### config.mk
export PLATFORM = sky130hd
export DESIGN_NAME = apb_master_bridge
export DESIGN_NICKNAME = d
export VERILOG_FILES = /design/src/rtl/apb_master_bridge.sv
export SDC_FILE = /design/constraint.sdc
export NUM_CORES = 1
export LEC_CHECK = 0
export ABC_AREA = 1
export CELL_PAD_IN_SITES_DETAIL_PLACEMENT = 0
export CELL_PAD_IN_SITES_GLOBAL_PLACEMENT = 1
export CORE_UTILIZATION = 30
export DETAILED_ROUTE_END_ITERATION = 10
export GPL_TIMING_DRIVEN = 1
export PLACE_DENSITY_LB_ADDON = 0.1
export SLEW_MARGIN = 10
export SYNTH_ARGS = -nofsm -noshare
export SYNTH_HDL_FRONTEND = slang
export SYNTH_SLANG_ARGS = --single-unit
### constraint.sdc
create_clock -name clk -period 1.6 [get_ports clk]
set_clock_uncertainty 0.05 [all_clocks]
set_input_delay 0.4 -clock clk [delete_from_list [all_inputs] [get_ports clk]]
set_output_delay 0.4 -clock clk [all_outputs]
set_load 0.01 [all_outputs]
### src/rtl/apb_master_bridge.sv
// Bridges a single-request core memory port onto an APB3 master port.
// One SETUP + ACCESS per request, PREADY wait states, optional ACCESS watchdog.
module apb_master_bridge #(
   parameter int unsigned BUS_WIDTH      = 16,
   parameter int unsigned TIMEOUT_CYCLES = 255
) (
   input  logic                 clk,
   input  logic                 reset,
   input  logic [BUS_WIDTH-1:0] S_MEM_ADDR,
   input  logic [BUS_WIDTH-1:0] S_MEM_IN,
   input  logic                 S_MEM_WE,
   input  logic                 S_REQ,
   output logic [BUS_WIDTH-1:0] S_MEM_OUT,
   output logic                 S_ACK,
   output logic                 S_MEM_BUSY,
   output logic                 S_ERR,
   output logic [BUS_WIDTH-1:0] M_PADDR,
   output logic                 M_PWRITE,
   output logic                 M_PSELx,
   output logic                 M_PENABLE,
   output logic [BUS_WIDTH-1:0] M_PWDATA,
   input  logic [BUS_WIDTH-1:0] M_PRDATA,
   input  logic                 M_PREADY
);

   localparam int unsigned CNT_W   = (TIMEOUT_CYCLES == 0) ? 1 : $clog2(TIMEOUT_CYCLES + 1);
   localparam int unsigned TO_LAST = (TIMEOUT_CYCLES == 0) ? 0 : TIMEOUT_CYCLES - 1;
   localparam logic [CNT_W-1:0] CNT_LAST = CNT_W'(TO_LAST);
   localparam bit WD_EN = (TIMEOUT_CYCLES != 0);

   typedef enum logic [1:0] {
      ST_IDLE   = 2'd0,
      ST_SETUP  = 2'd1,
      ST_ACCESS = 2'd2,
      ST_DONE   = 2'd3
   } state_e;

   state_e               state_q, state_d;
   logic [BUS_WIDTH-1:0] addr_q, addr_d;
   logic [BUS_WIDTH-1:0] wdata_q, wdata_d;
   logic                 we_q, we_d;
   logic [BUS_WIDTH-1:0] rdata_q, rdata_d;
   logic [CNT_W-1:0]     cnt_q, cnt_d;
   logic                 err_q, err_d;
   logic                 psel_q, psel_d;
   logic                 penable_q, penable_d;
   logic                 ack_q, ack_d;
   logic                 busy_q, busy_d;

   // State and datapath registers
   always_ff @(posedge clk or negedge reset) begin
      if (!reset) begin
         state_q   <= ST_IDLE;
         addr_q    <= '0;
         wdata_q   <= '0;
         we_q      <= 1'b0;
         rdata_q   <= '0;
         cnt_q     <= '0;
         err_q     <= 1'b0;
         psel_q    <= 1'b0;
         penable_q <= 1'b0;
         ack_q     <= 1'b0;
         busy_q    <= 1'b0;
      end else begin
         state_q   <= state_d;
         addr_q    <= addr_d;
         wdata_q   <= wdata_d;
         we_q      <= we_d;
         rdata_q   <= rdata_d;
         cnt_q     <= cnt_d;
         err_q     <= err_d;
         psel_q    <= psel_d;
         penable_q <= penable_d;
         ack_q     <= ack_d;
         busy_q    <= busy_d;
      end
   end

   // Next state; outputs are decoded from the next state so they register cleanly
   always_comb begin
      state_d = state_q;
      addr_d  = addr_q;
      wdata_d = wdata_q;
      we_d    = we_q;
      rdata_d = rdata_q;
      cnt_d   = cnt_q;
      err_d   = err_q;

      unique case (state_q)
         ST_IDLE: begin
            if (S_REQ) begin
               addr_d  = S_MEM_ADDR;
               wdata_d = S_MEM_IN;
               we_d    = S_MEM_WE;
               state_d = ST_SETUP;
            end
         end
         ST_SETUP: begin
            cnt_d   = '0;
            state_d = ST_ACCESS;
         end
         ST_ACCESS: begin
            // A PREADY in the watchdog's final cycle wins over the abort
            if (M_PREADY) begin
               if (!we_q) begin
                  rdata_d = M_PRDATA;
               end
               state_d = ST_DONE;
            end else if (WD_EN && (cnt_q == CNT_LAST)) begin
               rdata_d = '1;
               err_d   = 1'b1;
               state_d = ST_DONE;
            end else if (WD_EN) begin
               cnt_d = cnt_q + CNT_W'(1);
            end
         end
         ST_DONE: begin
            err_d   = 1'b0;
            state_d = ST_IDLE;
         end
         default: begin
            state_d = ST_IDLE;
         end
      endcase

      psel_d    = (state_d == ST_SETUP) || (state_d == ST_ACCESS);
      penable_d = (state_d == ST_ACCESS);
      ack_d     = (state_d == ST_DONE);
      busy_d    = (state_d != ST_IDLE);
   end

   assign S_MEM_OUT  = rdata_q;
   assign S_ACK      = ack_q;
   assign S_ERR      = err_q;
   assign S_MEM_BUSY = busy_q;
   assign M_PADDR    = addr_q;
   assign M_PWDATA   = wdata_q;
   assign M_PWRITE   = we_q;
   assign M_PSELx    = psel_q;
   assign M_PENABLE  = penable_q;

endmodule

==> summary.md <==
The flow ran to the end, and the final reports show no timing, DRC or antenna violations. The routed layout has 2328 vias. The H-tree generated during clock tree synthesis spans 3 levels.

The cell at the root of the clock tree is clkbuf_8. The final hold slack was 10.6 ps. STA puts the critical path data required time at 1770 ps. Once placement finished, the instance area stood at 4300 sq um.

The min-delay analysis places its worst path in the category input pin to async pin. Routability congestion estimate: 0.777. Of the cells placed in the final design, the portion with a size suffix greater than 1 is 27.3%. The number of clock sinks seen by CTS is 64.

The tools report the worst reg2reg path startpoint as cnt_q[1]. The run gives 48.5% as the core utilization of the finished layout. The number of violations of the max-capacitance limit came out at 0. The cell area after synthesis is 2910 sq um, and the synthesized area per cell is 10.9 sq um.

The sequential-to-total area share from yosys stat is 55.1%, and the area inside the core boundary is 9330 sq um. The run gives 330 as the post-synthesis net count. During synthesis, Yosys emitted a total of 0 warnings. In this run the deepest clock path goes through 2 buffers.

The number of global-route vias before repair is 2297, and the count of final hold-check violations is 0. The number of CTS-inserted buffers was 9; the final period utilization was 94.4%. The count of different cell masters after synthesis is 26, and the number of DRC violations after detailed routing is 0. Multi-input logic area: 1240 sq um.

Using the TritonRoute via totals, the vias-per-cell ratio works out to 4.34. By count the netlist is led by 64 x dfrtp_1, 61 x nand2_1, 33 x mux2_2, 18 x nand4_1. The slew at the pin with the worst max-slew slack is 352 ps. The number of cells on the critical path works out to 8.

The first TritonRoute pass finished after 4 iterations. For the antenna diode count, the log shows 0. The endpoint identified for the worst register-to-register timing path is S_ACK. The fraction of synthesis flops using an asynchronous set or reset pin is 100%. The total number of placement rows was 35; the initial antenna violation count was 0. The logs give 0 for the remaining global-route overflow and 0 for the number of max-slew violations in the final report. The wire-length estimate of the detail-placed layout is 5.28 mm. For this block, the initial DRC count from the detailed router was 51.

Leaving out filler cells and counting taps, the final layout contains 536. Fill cells in the final layout number 946. The worst setup path is of the flip-flop to flip-flop kind. The synthesized design contains 0 enable-type register cells. The run gives 90 ps as the internal reg-to-reg setup slack.

The tools report the reported leakage power as 2.15 nW. Of all nets on the critical path, the largest fanout is 3. The worst-case IR drop observed on VDD is 0.708 mV. The synthesized design devotes to its leading area cell type 55.1% of total area. The floorplan step set the die height to 100 um. The initial standard-cell utilization of the core was 31.1%. Static timing analysis puts the maximum clock frequency at 662 MHz. Dividing the detail-routed wire length by the instance count gives 13.4 um. The first global-routing pass estimated 11.6 mm of wire. The largest incremental delay on the critical path is 410 ps, and the register cell area after layout is 1600 sq um.

During placement, the flow inserted port buffers numbering 106. Dividing total power by cell area gives a power density of 1700 nW/um^2. After routing the design area is 4530 sq um.

Clock latency on the worst-skew pair, taken at its later pin, is 330 ps. The number of cells on the worst reg-to-reg path is 8. Type of element capturing the critical path: a flip-flop. The tools report the signal arrival time at the worst endpoint as 1680 ps. The signal on the critical path passes through ha_4, inv_2, nor2_4, nand2_4, nand3_2, a21oi_2, inv_1, ha_1. Pin placement for this block handled 107 I/O pins. The count of state elements after synthesis was 64; the area overhead of the layout relative to synthesis was 55.8%. The tools report the startpoint kind of the worst setup timing path as a flip-flop.

Prior to clock tree synthesis, the placed netlist has a worst setup slack of -190 ps. The library cell with the largest summed area after synthesis was dfrtp_1. The final setup violation count is 0. The gate count of the mapped netlist is 267, and the cell total after placement is 518. Buffers inserted to repair hold after CTS numbered 0. The worst path setup slack after routing is 89.9 ps, and the final-stage net count is 465.

Setup repair after global routing left no endpoint under its margin. Sorting the synthesized cells by area gives the leading types as dfrtp_1 55%, mux2_2 13%, nand2_1 7.9%, ha_1 4.3%, nand4_1 3.9%. Total routed wirelength: 7.17 mm.

Counting both buffers and inverters, the worst setup path holds a total of 2. The die boundary width works out to 100 um. Across every metal layer, demand over resource in global routing totals 15.0%. The count of antenna-violating nets left after detailed routing is 0. The maximum number of pins on one net before global-route repair is 65. Dominant register cell in the synthesized netlist: dfrtp_1. dfrtp_1 is the most common cell in the netlist. The cell with the biggest individual delay on the critical path was dfrtp_1.

The worst pin sits at a relative slew slack of 76.5%. The post-route minimum period was 1510 ps. The cell family contributing the most delay on the critical path is flip-flops. TritonCTS built the clock tree.

Clock-pin slew was measured on the worst setup and hold paths at 70 ps. The die covers 10100 sq um.
-- final cells by class --
class	count	share of cell area, %
Multi-Input combinational cell	180	27.5
Sequential cell	64	35.4
Clock inverter	4	1.69
Tap cell	129	3.57
Timing Repair Buffer	134	27.4
Inverter	13	1.08
Clock buffer	12	3.43
-- kinds of logic after synthesis --
logic type                 count (synthesis)  synth area share [%]
and+or+nand+nor                          127                  22.0
adders and majority gates                 10                  4.31
muxes                                     33                  12.8
buffers and inverters                     24                  3.96
DFF                                       64                  55.1
AOI/OAI and AO/OA                          9                  1.81
-- what timing repair did --
item | in CTS | in global routing
setup endpoints to repair | 70 | 20
resized for setup | 55 | 12
cloned | 1 | 0
pin swaps | 0 | 3
setup buffers | 0 | 1
-- worst max-delay path by stage --
stage | to | slack, ps | startpoint
2_1_floorplan | S_ACK | 30 | state_q[0]
3_3_place_gp | cnt_q[4] | -160 | M_PREADY
3_5_place_dp | S_MEM_OUT[12] | -190 | M_PREADY
4_1_cts | S_MEM_OUT[7] | 5 | cnt_q[0]
5_1_grt | cnt_q[5] | 7 | state_q[0]
6_report | S_ACK | 90 | cnt_q[1]
-- through the flow --
step / power (W) / setup TNS [ps]
after detailed placement: 0.00660 / -7040
after global placement: 0.00655 / -6750
after CTS: 0.00776 / 0
after floorplan: 0.00445 / 0
after global routing: 0.00825 / 0
final: 0.00768 / 0
-- registers in the layout (all words and copies together), names as in the netlist --
register    flops
S_ACK           1
S_MEM_BUSY      1
M_PWRITE        1
cnt_q           8
S_ERR           1
M_PENABLE       1
S_MEM_OUT      16
state_q         2
M_PSELx         1
M_PADDR        16
M_PWDATA       16
-- placed cells by master, fill, tap and decap left out --
| cell type | count |
|---|---|
| nor2_4 | 2 |
| buf_4 | 24 |
| or2_1 | 3 |
| clkbuf_8 | 11 |
| a21oi_1 | 2 |
| inv_2 | 4 |
| inv_1 | 9 |
| or2_2 | 13 |
| nand3_1 | 12 |
| nand2_4 | 1 |
| buf_12 | 3 |
| mux2_2 | 33 |
| nand3_2 | 2 |
| nor2_1 | 10 |
| nand2_8 | 1 |
| dlygate4sd2_1 | 54 |
| ha_2 | 1 |
| nand2_2 | 6 |
| clkinv_4 | 1 |
| o21bai_1 | 2 |
| bufinv_16 | 2 |
| clkinvlp_4 | 1 |
| o21ai_0 | 3 |
| ha_1 | 8 |
| dfrtp_1 | 64 |
| a21oi_2 | 1 |
| clkdlybuf4s50_1 | 51 |
| nand2_1 | 58 |
| clkbuf_1 | 1 |
| o21a_1 | 1 |
| buf_6 | 1 |
| ha_4 | 1 |
| buf_2 | 1 |
| nand4_1 | 18 |
| nand3_4 | 2 |
-- routing by layer --
metal	vias up	routed length, um	GRT usage [%]	part of all wire (%)
met3	7	356	4.18	5.0
met5	-	0	0	0
met2	56	3470	24.6	48
met1	1102	3270	19.1	46
li1	1163	-	-	-
met4	0	72	4.68	1.0
-- report_power, final --
| group | internal [W] | leakage (nW) | switching (W) | total, W |
|---|---|---|---|---|
| combinational | 0.00175 | 1.26 | 0.00163 | 0.00338 |
| sequential | 0.00236 | 0.777 | 0.000341 | 0.00270 |
| clock | 0.000966 | 0.113 | 0.000630 | 0.00160 |
| total | 0.00508 | 2.15 | 0.00260 | 0.00768 |
Power figures use the tool's default switching activity.
